==> src/rtl/time_of_day_counter.sv <==
`default_nettype none
// ============================================================================
//  Module   : time_of_day_counter
//  Purpose  : Packed-BCD HH:MM:SS wall clock driven by a 1 Hz tick, with a
//             SET mode for hour/minute adjustment. Define CLOCK_12H_EN for
//             the 12 h (AM/PM) build; the default build is 24 h.
//  Revision : 1.0  initial release
// ============================================================================
module time_of_day_counter #(
    parameter logic [7:0] INIT_HR  = 8'h00,
    parameter logic [7:0] INIT_MIN = 8'h00
) (
    input  logic       i_clk,
    input  logic       i_reset_n,
    input  logic       i_tick_1hz,
    input  logic       i_set_mode,
    input  logic       i_inc_hr,
    input  logic       i_inc_min,
    output logic [7:0] o_hours,
    output logic [7:0] o_minutes,
    output logic [7:0] o_seconds,
    output logic       o_pm,
    output logic       o_setting,
    output logic       o_min_tick,
    output logic       o_day_tick
);

    typedef enum logic {
        ST_RUN = 1'b0,
        ST_SET = 1'b1
    } state_t;

    state_t     r_state;
    logic [7:0] r_hours;
    logic [7:0] r_minutes;
    logic [7:0] r_seconds;
    logic       r_min_tick;
    logic       r_day_tick;

    logic [8:0] w_sec_inc;
    logic [8:0] w_min_inc;
    logic [8:0] w_hr_inc;
    logic       w_day_wrap;

    // Returns {carry, next} for a 00..59 BCD field.
    function automatic logic [8:0] inc_mod60(input logic [7:0] v);
        if (v[3:0] == 4'd9) begin
            if (v[7:4] == 4'd5)
                return {1'b1, 8'h00};
            else
                return {1'b0, v[7:4] + 4'd1, 4'd0};
        end
        return {1'b0, v[7:4], v[3:0] + 4'd1};
    endfunction

`ifdef CLOCK_12H_EN
    // Returns {pm_toggle, next}; the AM/PM flip happens on 11 -> 12.
    function automatic logic [8:0] inc_hr12(input logic [7:0] v);
        if (v == 8'h12)
            return {1'b0, 8'h01};
        if (v == 8'h11)
            return {1'b1, 8'h12};
        if (v[3:0] == 4'd9)
            return {1'b0, v[7:4] + 4'd1, 4'd0};
        return {1'b0, v[7:4], v[3:0] + 4'd1};
    endfunction

    logic r_pm;

    assign w_hr_inc   = inc_hr12(r_hours);
    // 11 PM -> 12 AM is the only pm toggle that lands on midnight.
    assign w_day_wrap = w_hr_inc[8] & r_pm;
    assign o_pm       = r_pm;
`else
    // Returns {day_wrap, next} for a 00..23 BCD field.
    function automatic logic [8:0] inc_hr24(input logic [7:0] v);
        if (v == 8'h23)
            return {1'b1, 8'h00};
        if (v[3:0] == 4'd9)
            return {1'b0, v[7:4] + 4'd1, 4'd0};
        return {1'b0, v[7:4], v[3:0] + 4'd1};
    endfunction

    assign w_hr_inc   = inc_hr24(r_hours);
    assign w_day_wrap = w_hr_inc[8];
    assign o_pm       = 1'b0;
`endif

    assign w_sec_inc = inc_mod60(r_seconds);
    assign w_min_inc = inc_mod60(r_minutes);

    always_ff @(posedge i_clk or negedge i_reset_n) begin
        if (!i_reset_n) begin
            r_state    <= ST_RUN;
            r_hours    <= INIT_HR;
            r_minutes  <= INIT_MIN;
            r_seconds  <= 8'h00;
            r_min_tick <= 1'b0;
            r_day_tick <= 1'b0;
`ifdef CLOCK_12H_EN
            r_pm       <= 1'b0;
`endif
        end else begin
            r_min_tick <= 1'b0;
            r_day_tick <= 1'b0;
            if (r_state == ST_RUN) begin
                if (i_tick_1hz) begin
                    r_seconds <= w_sec_inc[7:0];
                    if (w_sec_inc[8]) begin
                        r_min_tick <= 1'b1;
                        r_minutes  <= w_min_inc[7:0];
                        if (w_min_inc[8]) begin
                            r_hours    <= w_hr_inc[7:0];
                            r_day_tick <= w_day_wrap;
`ifdef CLOCK_12H_EN
                            if (w_hr_inc[8])
                                r_pm <= ~r_pm;
`endif
                        end
                    end
                end
                // A coincident tick still carries, but SET always shows :00.
                if (i_set_mode) begin
                    r_state   <= ST_SET;
                    r_seconds <= 8'h00;
                end
            end else begin
                if (i_inc_min)
                    r_minutes <= w_min_inc[7:0];
                if (i_inc_hr) begin
                    r_hours <= w_hr_inc[7:0];
`ifdef CLOCK_12H_EN
                    if (w_hr_inc[8])
                        r_pm <= ~r_pm;
`endif
                end
                if (!i_set_mode)
                    r_state <= ST_RUN;
            end
        end
    end

    assign o_hours    = r_hours;
    assign o_minutes  = r_minutes;
    assign o_seconds  = r_seconds;
    assign o_setting  = (r_state == ST_SET);
    assign o_min_tick = r_min_tick;
    assign o_day_tick = r_day_tick;

endmodule
`default_nettype wire

==> config.mk <==
export PLATFORM = sky130hd
export DESIGN_NAME = time_of_day_counter
export DESIGN_NICKNAME = d
export VERILOG_FILES = /design/src/rtl/time_of_day_counter.sv
export SDC_FILE = /design/constraint.sdc
export NUM_CORES = 1
export LEC_CHECK = 0
export CAP_MARGIN = 20
export CORE_MARGIN = 2
export CORE_UTILIZATION = 50
export DETAILED_ROUTE_END_ITERATION = 16
export PLACE_DENSITY = 0.9
export SETUP_SLACK_MARGIN = 0.3
export SYNTH_ARGS = -nofsm -noshare
export SYNTH_HDL_FRONTEND = slang
export SYNTH_SLANG_ARGS = --single-unit
==> constraint.sdc <==
create_clock -name i_clk -period 2.15 [get_ports i_clk]
set_input_delay 0.215 -clock i_clk [delete_from_list [all_inputs] [get_ports i_clk]]
set_output_delay 0.215 -clock i_clk [all_outputs]
set_load 0.01 [all_outputs]
Word-level counts from Yosys, hierarchy flattened
Cells that the tools add are included.
{"block": "totals", "regBits": 27, "elab_cells": 65, "input_bits": 6, "output_inout_bits": 28}
{"block": "op_classes", "bitwise_logic": 1, "reduce_logical": 9, "n_mux": 34, "n_addsub": 6, "eq_ne": 8}
{"operator": "9-bit two-way mux", "count": 10}
{"operator": "8-bit two-way mux", "count": 11}
{"operator": "4-bit by 1-bit adder with 4-bit output, second input constant", "count": 6}
{"operator": "1-bit two-way mux", "count": 13}
{"operator": "4-bit == test, second input constant", "count": 3}
{"operator": "2-bit nonzero test", "count": 5}
{"operator": "4-bit by 3-bit == test with 1-bit output, second input constant", "count": 2}
{"operator": "8-bit by 6-bit == test with 1-bit output, second input constant", "count": 1}
{"operator": "3-bit AND reduction", "count": 2}
{"operator": "2-bit != test, second input constant", "count": 2}
{"operator": "4-bit AND reduction", "count": 1}
{"operator": "2-bit AND reduction", "count": 1}
{"operator": "1-bit inverter", "count": 1}

Logic depth before layout (Yosys ltp)
Gate-level depths: netlist (run 1).
{"block": "logic_depth", "ltp_word": 9, "mapped_depth": 6, "depth_no_buf": 6}

Worst setup path after synthesis (run 1)
Ideal clock, no wire load.
{"block": "synth_path", "path_type": "register to register", "from": "register r_seconds[0], in the netlist o_seconds[0]", "to": "register r_hours[0], in the netlist o_hours[0]", "path_buffers": 0, "setup_time_ps": 125, "period_less_slack_ps": 1701, "t_required_ps": 2025, "stages_incl_launch_ff": 6, "slack_ps": 449, "arrival_time_ps": 1576, "path_cell_list": "dfrtp_1 > ha_1 > and4b_1 > and4_4 > nor2_2 > mux2_4"}
{"block": "synth_via", "elab_chain_len": 5}
{"item": "from (decl)", "line": "36", "source": "logic [7:0] r_seconds;"}
{"item": "from (signal assigned)", "line": "108", "source": "r_seconds <= w_sec_inc[7:0];"}
{"item": "4-bit == test", "line": "47", "source": "if (v[3:0] == 4'd9) begin"}
{"item": "1-bit two-way mux", "line": "47"}
{"item": "9-bit two-way mux", "line": "53", "source": "return {1'b0, v[7:4], v[3:0] + 4'd1};"}
{"item": "2-bit nonzero test (no line)"}
{"item": "4-bit AND reduction (no line)"}
{"item": "to (signal assigned)", "line": "113", "source": "r_hours <= w_hr_inc[7:0];"}
{"item": "to (signal assigned)", "line": "131", "source": "r_hours <= w_hr_inc[7:0];"}
{"item": "to (decl)", "line": "34", "source": "logic [7:0] r_hours;"}
Every way passes these cells. The select of a mux whose other input is x is not followed.
A chain may end at the register's enable or synchronous reset.

Worst setup path after layout (run 1)
{"block": "layout_path", "from": "register r_seconds[1], in the netlist o_seconds[1]", "to": "register r_hours[2], in the netlist o_hours[2]"}
Same word-level chain as after synthesis.

==> results of run 1 <==
-- placed cells by master (no fill, tap or decap), types with 3 or more instances in the layout --
cell type,netlist,layout
nor2_1,10,10
nand2_1,11,11
o21ai_0,14,14
and3b_1,3,3
clkdlybuf4s50_1,0,32
o31ai_1,5,5
ha_1,8,7
clkbuf_4,0,3
nand3_1,10,10
inv_1,7,7
buf_4,1,5
dfrtp_1,27,26
and4bb_2,3,3
nand3b_1,4,4
xnor2_1,4,4
-- final timing paths --
path	startpoint	cells after the start	endpoint	slack, ns
setup / recovery	o_seconds[1]$_DFFE_PN0P_	6	o_hours[2]$_DFFE_PN0P_	0.41
hold / removal	i_reset_n	2	o_minutes[0]$_DFFE_PN0P_	0.23
setup reg to reg	o_seconds[1]$_DFFE_PN0P_	6	o_hours[2]$_DFFE_PN0P_	0.41
hold reg to reg	o_hours[7]$_DFFE_PN0P_	1	o_hours[7]$_DFFE_PN0P_	0.52
max in group asynchronous	i_reset_n	2	o_seconds[0]$_DFFE_PN0P_	1.64
min in group i_clk	i_set_mode	2	o_setting$_DFF_PN0_	0.52
-- power groups by stage --
stage / Clock (uW) / Combinational (uW) / Sequential (uW)
after floorplan: 0 / 413 / 869
after global placement: 0 / 784 / 857
after detailed placement: 0 / 806 / 877
after CTS: 230 / 809 / 866
after global routing: 255 / 901 / 900
final: 236 / 820 / 871
-- per-stage QoR --
stage	cells	setup slack (ns)	hold slack, ns	power (uW)	area [sq um]
final	224	0.408	0.226	1930	1970
after global routing	224	0.314	0.250	2060	1970
after CTS	221	0.351	0.249	1900	1940
after detailed placement	217	0.263	0.503	1680	1910
after global placement	217	0.308	0.478	1640	1910
after floorplan	155	0.449	-0.0806	1280	1560
-- cells by family after synthesis --
logic type	after synthesis	synth area share [%]
adders and majority gates	8	6.41
buffers and inverters	12	3.36
muxes	3	2.64
AOI/OAI and AO/OA	36	16.1
and+or+nand+nor	62	24.7
DFF	27	43.2
other	1	0.240
xor gates and xnor gates	6	3.36
-- routing by layer --
metal	track usage, %	routed length, um
met5	0	0
met4	6.98	74
met3	2.38	175
met2	35.1	1790
met1	26.8	1500
-- sequential cells by signal, indices dropped and copies added (netlist names) --
name        flops
o_day_tick      1
o_setting       1
o_min_tick      1
o_minutes       8
o_seconds       8
o_hours         8
-- cell type report --
class,instances,area [sq um],share of cell area [%]
tap,33,41.3,2.09
inverter,7,26.3,1.33
clock buffer,3,22.5,1.14
clock inverter,1,5.00,0.254
timing repair buffer,37,358,18.1
sequential,27,677,34.3
multi-input combinational,116,842,42.7
-- repair_timing --
item / 4_1_cts / 5_1_grt
resized for setup: 0 / 3
setup endpoints to repair: 0 / 6
setup buffers: 0 / 3
-- worst max-delay path: stages, from the launching register on --
cell,delay (ns)
dfrtp_1,0.45
inv_1,0.07
ha_2,0.21
and4b_1,0.26
and4_4,0.28
o21ai_2,0.08
mux2_4,0.29
==> impl_metrics.tcl, run 1 <==
set metrics [dict create \
    start_kind "flip-flop" \
    final_util_pct 65.7 \
    grt_max_degree 28 \
    crit_type "flip-flop to flip-flop" \
    dp_hpwl_mm 2.51 \
    ys_seq_area_share_pct 43.2 \
    leakage_uw 0.000828 \
    antenna_found_initial 0 \
    ioPinCount 34 \
    grt_pass1_wl_mm 5.69 \
    diodes 0 \
    routed_via_density 5.91 \
    drive_gt1_share_pct 13.6 \
    ys_top_cells_by_area "dfrtp_1 43%, ha_1 6.4%, o21ai_0 4.5%" \
    rsz0062_at_grt "false" \
    required_ns 2.40 \
    layout.nets 206 \
    pwr-share-seq_pct 45.2 \
    fmax_mhz 574 \
    num-fill-cells 247 \
    max-cap-violations 0 \
    die_width_um 59.9 \
    finalHoldViolCount 0 \
    crit_path_max_fanout 6 \
    wirelength_mm 3.54 \
    cp-end-kind "flip-flop" \
    tns_ns 0 \
    outcome "completed" \
    cts_sinks 27 \
    syn-num-nets 169 \
    setup_viol_count_final 0 \
    route.vias.total 1323 \
    slew_violations 0 \
    start_util_pct 52.0 \
    cts_max_level 1 \
    finClkSkew_ns 0.00766 \
    ys_ff_latch 27 \
    die_y_um 59.9 \
    die_area_sq_um 3590 \
    io_buffer_count 32 \
    wl_per_cell_um 15.8 \
    gp_congestion 0.830 \
    path_clk_slew_ns 0.16 \
    clk_latency_ns 0.34 \
    synth.largest_area_cell "dfrtp_1" \
    synthesis.area_sq_um 1560 \
    synth_top_area_share_pct 43.2 \
    post-route-drc-count 0 \
    fp.coreArea_sq_um 3000 \
    internal_power_uw 1190 \
    synth-async-reset-ratio_pct 100 \
    clkPwrFrac_pct 12.2 \
    period_share_pct 81.0 \
    cp_data_arrival_time_ns 1.99 \
    clockBufferDepth 2 \
    ys_warn_count 0 \
    period_needed_ns 1.74 \
    vdd_drop_max_mv 0.449 \
    syn_avg_cell_area_sq_um 10.1 \
    combPwrFrac_pct 42.6 \
    powerDensity_nw_per_um2 977 \
    drtAntennaViolNets 0 \
    synthToLayoutAreaGrowth_pct 26.2 \
    hp-class "input pin to asynchronous set/reset pin" \
    cts_buffers 3 \
    ctsHoldBuffers 0 \
    power.switching_uw 740 \
    root_buffer "clkbuf_4" \
    tritoncts "done" \
    grt_overflow 0 \
    sw_frac_of_total_pct 38.4 \
    synth_cells 155 \
    yosys-top-cells-count "27 x dfrtp_1, 14 x o21ai_0, 11 x nand2_1" \
    grt_use_total_pct 20.5 \
    rows 20 \
    synth.distinct_cells 48 \
    drtIter0Drc 73 \
    synth_ff_type "dfrtp_1" \
    drtPass1Iterations 4 \
    synth_edf_count 0 \
    synth_most_common_cell "dfrtp_1" \
    grt_pass1_vias 1252 \
]
(Power assumes the default switching activity.)
==> run 2: changes to the inputs <==
CORE_UTILIZATION = 45   (was 50)
PLACE_DENSITY = 0.86   (was 0.9)
clock period = 1.42 ns   (was 2.15 ns; I/O delays follow)
==> run 2 against run 1 <==
Net effect:
- the run now ends with setup timing left
- utilization rose by 21 points
- flip-flop and latch count did not move
- die area rose by 10%
- worst setup slack got worse by 0.64 ns
- sequential power rose by 34%
- global-route usage rose by 5.3 points
- largest cell class unchanged
- largest power group is now combinational cells
- highest routed layer unchanged
==> impl_metrics.tcl, run 2 (same netlist as run 1, synthesis figures left out) <==
set metrics [dict create \
    tritoncts "done" \
    post-route-drc-count 0 \
    drtPass1Iterations 4 \
    r2r_cells 7 \
    route.vias.total 1763 \
    worstSetupPathDepth 7 \
    die_area_sq_um 3960 \
    rows 21 \
    drive_gt1_share_pct 59.3 \
    start_kind "flip-flop" \
    cp_common_cell "buf_6" \
    clockBufferDepth 2 \
    rsz0062_at_grt "true" \
    worstReg2RegStart "o_seconds[4]$_DFFE_PN0P_" \
    required_ns 1.67 \
    cp-end-kind "flip-flop" \
    period_share_pct 116 \
    layout.nets 278 \
    drtAntennaViolNets 0 \
    clkPwrFrac_pct 8.7 \
    grt_pass1_vias 1704 \
    cts_max_level 1 \
    violations "setup timing" \
    path_clk_slew_ns 0.16 \
    clk_latency_ns 0.35 \
    start_util_pct 46.8 \
    pwr-share-seq_pct 27.7 \
    antenna_found_initial 0 \
    leakage_uw 0.00134 \
    tns_ns -3.25 \
    grt_pass1_wl_mm 8.02 \
    die_width_um 62.9 \
    final_common_cell "buf_6" \
    period_needed_ns 1.65 \
    hp-class "input pin to asynchronous set/reset pin" \
    worst-path-buf-inv 2 \
    grt_max_degree 28 \
    multi_input_area_sq_um 1060 \
    die_y_um 62.9 \
    outcome "finished with violations" \
    cp_data_arrival_time_ns 1.90 \
    powerDensity_nw_per_um2 1450 \
    fmax_mhz 605 \
    wirelength_mm 5.79 \
    crit_path_max_fanout 5 \
    finalHoldViolCount 0 \
    vdd_drop_max_mv 0.513 \
    rr_endpoint "o_minutes[3]$_DFFE_PN0P_" \
    cp_top_family "compound AO/OA/AOI/OAI gates" \
    max-cap-violations 0 \
    cts_buffers 3 \
    final_cell_mix "62 x buf_6, 37 x buf_4, 24 x dfrtp_1" \
    synthToLayoutAreaGrowth_pct 85.7 \
    critPathSlowestCell "dfrtp_2" \
    gp_congestion 0.902 \
    root_buffer "clkbuf_4" \
    wl_per_cell_um 18.7 \
    io_buffer_count 32 \
    combPwrFrac_pct 63.6 \
    timing.critical_path.from "o_seconds[4]$_DFFE_PN0P_" \
    routed_via_density 5.71 \
    finClkSkew_ns 0.0102 \
    max_stage_delay_ns 0.45 \
    ioPinCount 34 \
    crit_chain "ha_4, and4bb_2, buf_6, buf_6, a21boi_4, o21bai_1, a22o_1" \
    cts_sinks 27 \
    crit_type "flip-flop to flip-flop" \
    grt_use_total_pct 25.9 \
    regArea_sq_um 679 \
    diodes 0 \
    drtIter0Drc 143 \
    ctsHoldBuffers 0 \
    setup_viol_count_final 22 \
    rrSetupSlack_ns -0.23 \
    sw_frac_of_total_pct 38.5 \
    fp.coreArea_sq_um 3340 \
    num-fill-cells 168 \
    grt_overflow 0 \
    dpl_worst_slack_ns -0.346 \
    setup_ws_ns -0.232 \
    power.switching_uw 1620 \
    slew_violations 0 \
    internal_power_uw 2580 \
    dp_hpwl_mm 3.03 \
]
==> run 2: cell count changes in the layout (fill, tap and decap cells not counted), moves of 5 or more <==
cell,before,now
buf_4,5,37
buf_6,0,62
clkdlybuf4s50_1,32,5
o21ai_0,14,4
o21ai_2,2,7
==> run 2: worst register-to-register path: stages (launching register included) <==
cell	delay [ns]
dfrtp_2	0.45
ha_4	0.17
and4bb_2	0.25
buf_6	0.12
buf_6	0.11
a21boi_4	0.19
o21bai_1	0.09
a22o_1	0.18
==> run 2: layout make-up <==
type / count / share of cell area, %
clock buffers: 4 / 0.906
flip-flops and latches: 27 / 23.4
well taps: 46 / 1.98
inverters: 7 / 0.906
repair buffers: 109 / 36.2
multi-input cells: 116 / 36.6
==> run 2: how the worst max path moves through the flow <==
stage	to	slack, ns
floorplan	o_hours[2]$_DFFE_PN0P_	-0.21
global placement	o_hours[2]$_DFFE_PN0P_	-0.29
detailed placement	o_hours[2]$_DFFE_PN0P_	-0.35
CTS	o_hours[2]$_DFFE_PN0P_	-0.22
global route	o_hours[7]$_DFFE_PN0P_	-0.30
finish	o_minutes[3]$_DFFE_PN0P_	-0.23
==> run 2: metrics by stage <==
step / total power, uW / cell area [sq um] / hold slack (ns) / util (%) / std cells
global placement: 2780 / 2210 / 0.488 / 66.3 / 262
global route: 4390 / 2900 / 0.177 / 87.0 / 309
CTS: 3750 / 2630 / 0.178 / 78.9 / 294
detailed placement: 2880 / 2210 / 0.494 / 66.3 / 262
finish: 4200 / 2900 / 0.154 / 87.0 / 309
floorplan: 1960 / 1600 / -0.154 / - / 155
==> run 2: repair_timing <==
item	CTS	global route
resized for setup	159	46
buffers inserted	28	15
pin swaps	18	17
setup endpoints to repair	52	53
==> run 2: power by group through the flow <==
stage | combinational (uW) | sequential, uW | clock (uW)
CTS | 2260 | 1140 | 350
detailed placement | 1710 | 1170 | 0
global route | 2820 | 1190 | 388
finish | 2670 | 1170 | 364
global placement | 1620 | 1150 | 0
floorplan | 642 | 1320 | 0
==> run 2: layer usage <==
layer  routed length [um]  global-route usage [%]  vias to the layer above  share of wire, %
met5                    0                       0                        -                 0
met4                  206                    12.5                        0               3.6
met3                  227                    3.24                       23               3.9
met2                 3060                    46.8                       82                53
met1                 2290                    29.9                      873                40
li1                     -                       -                      785                 -
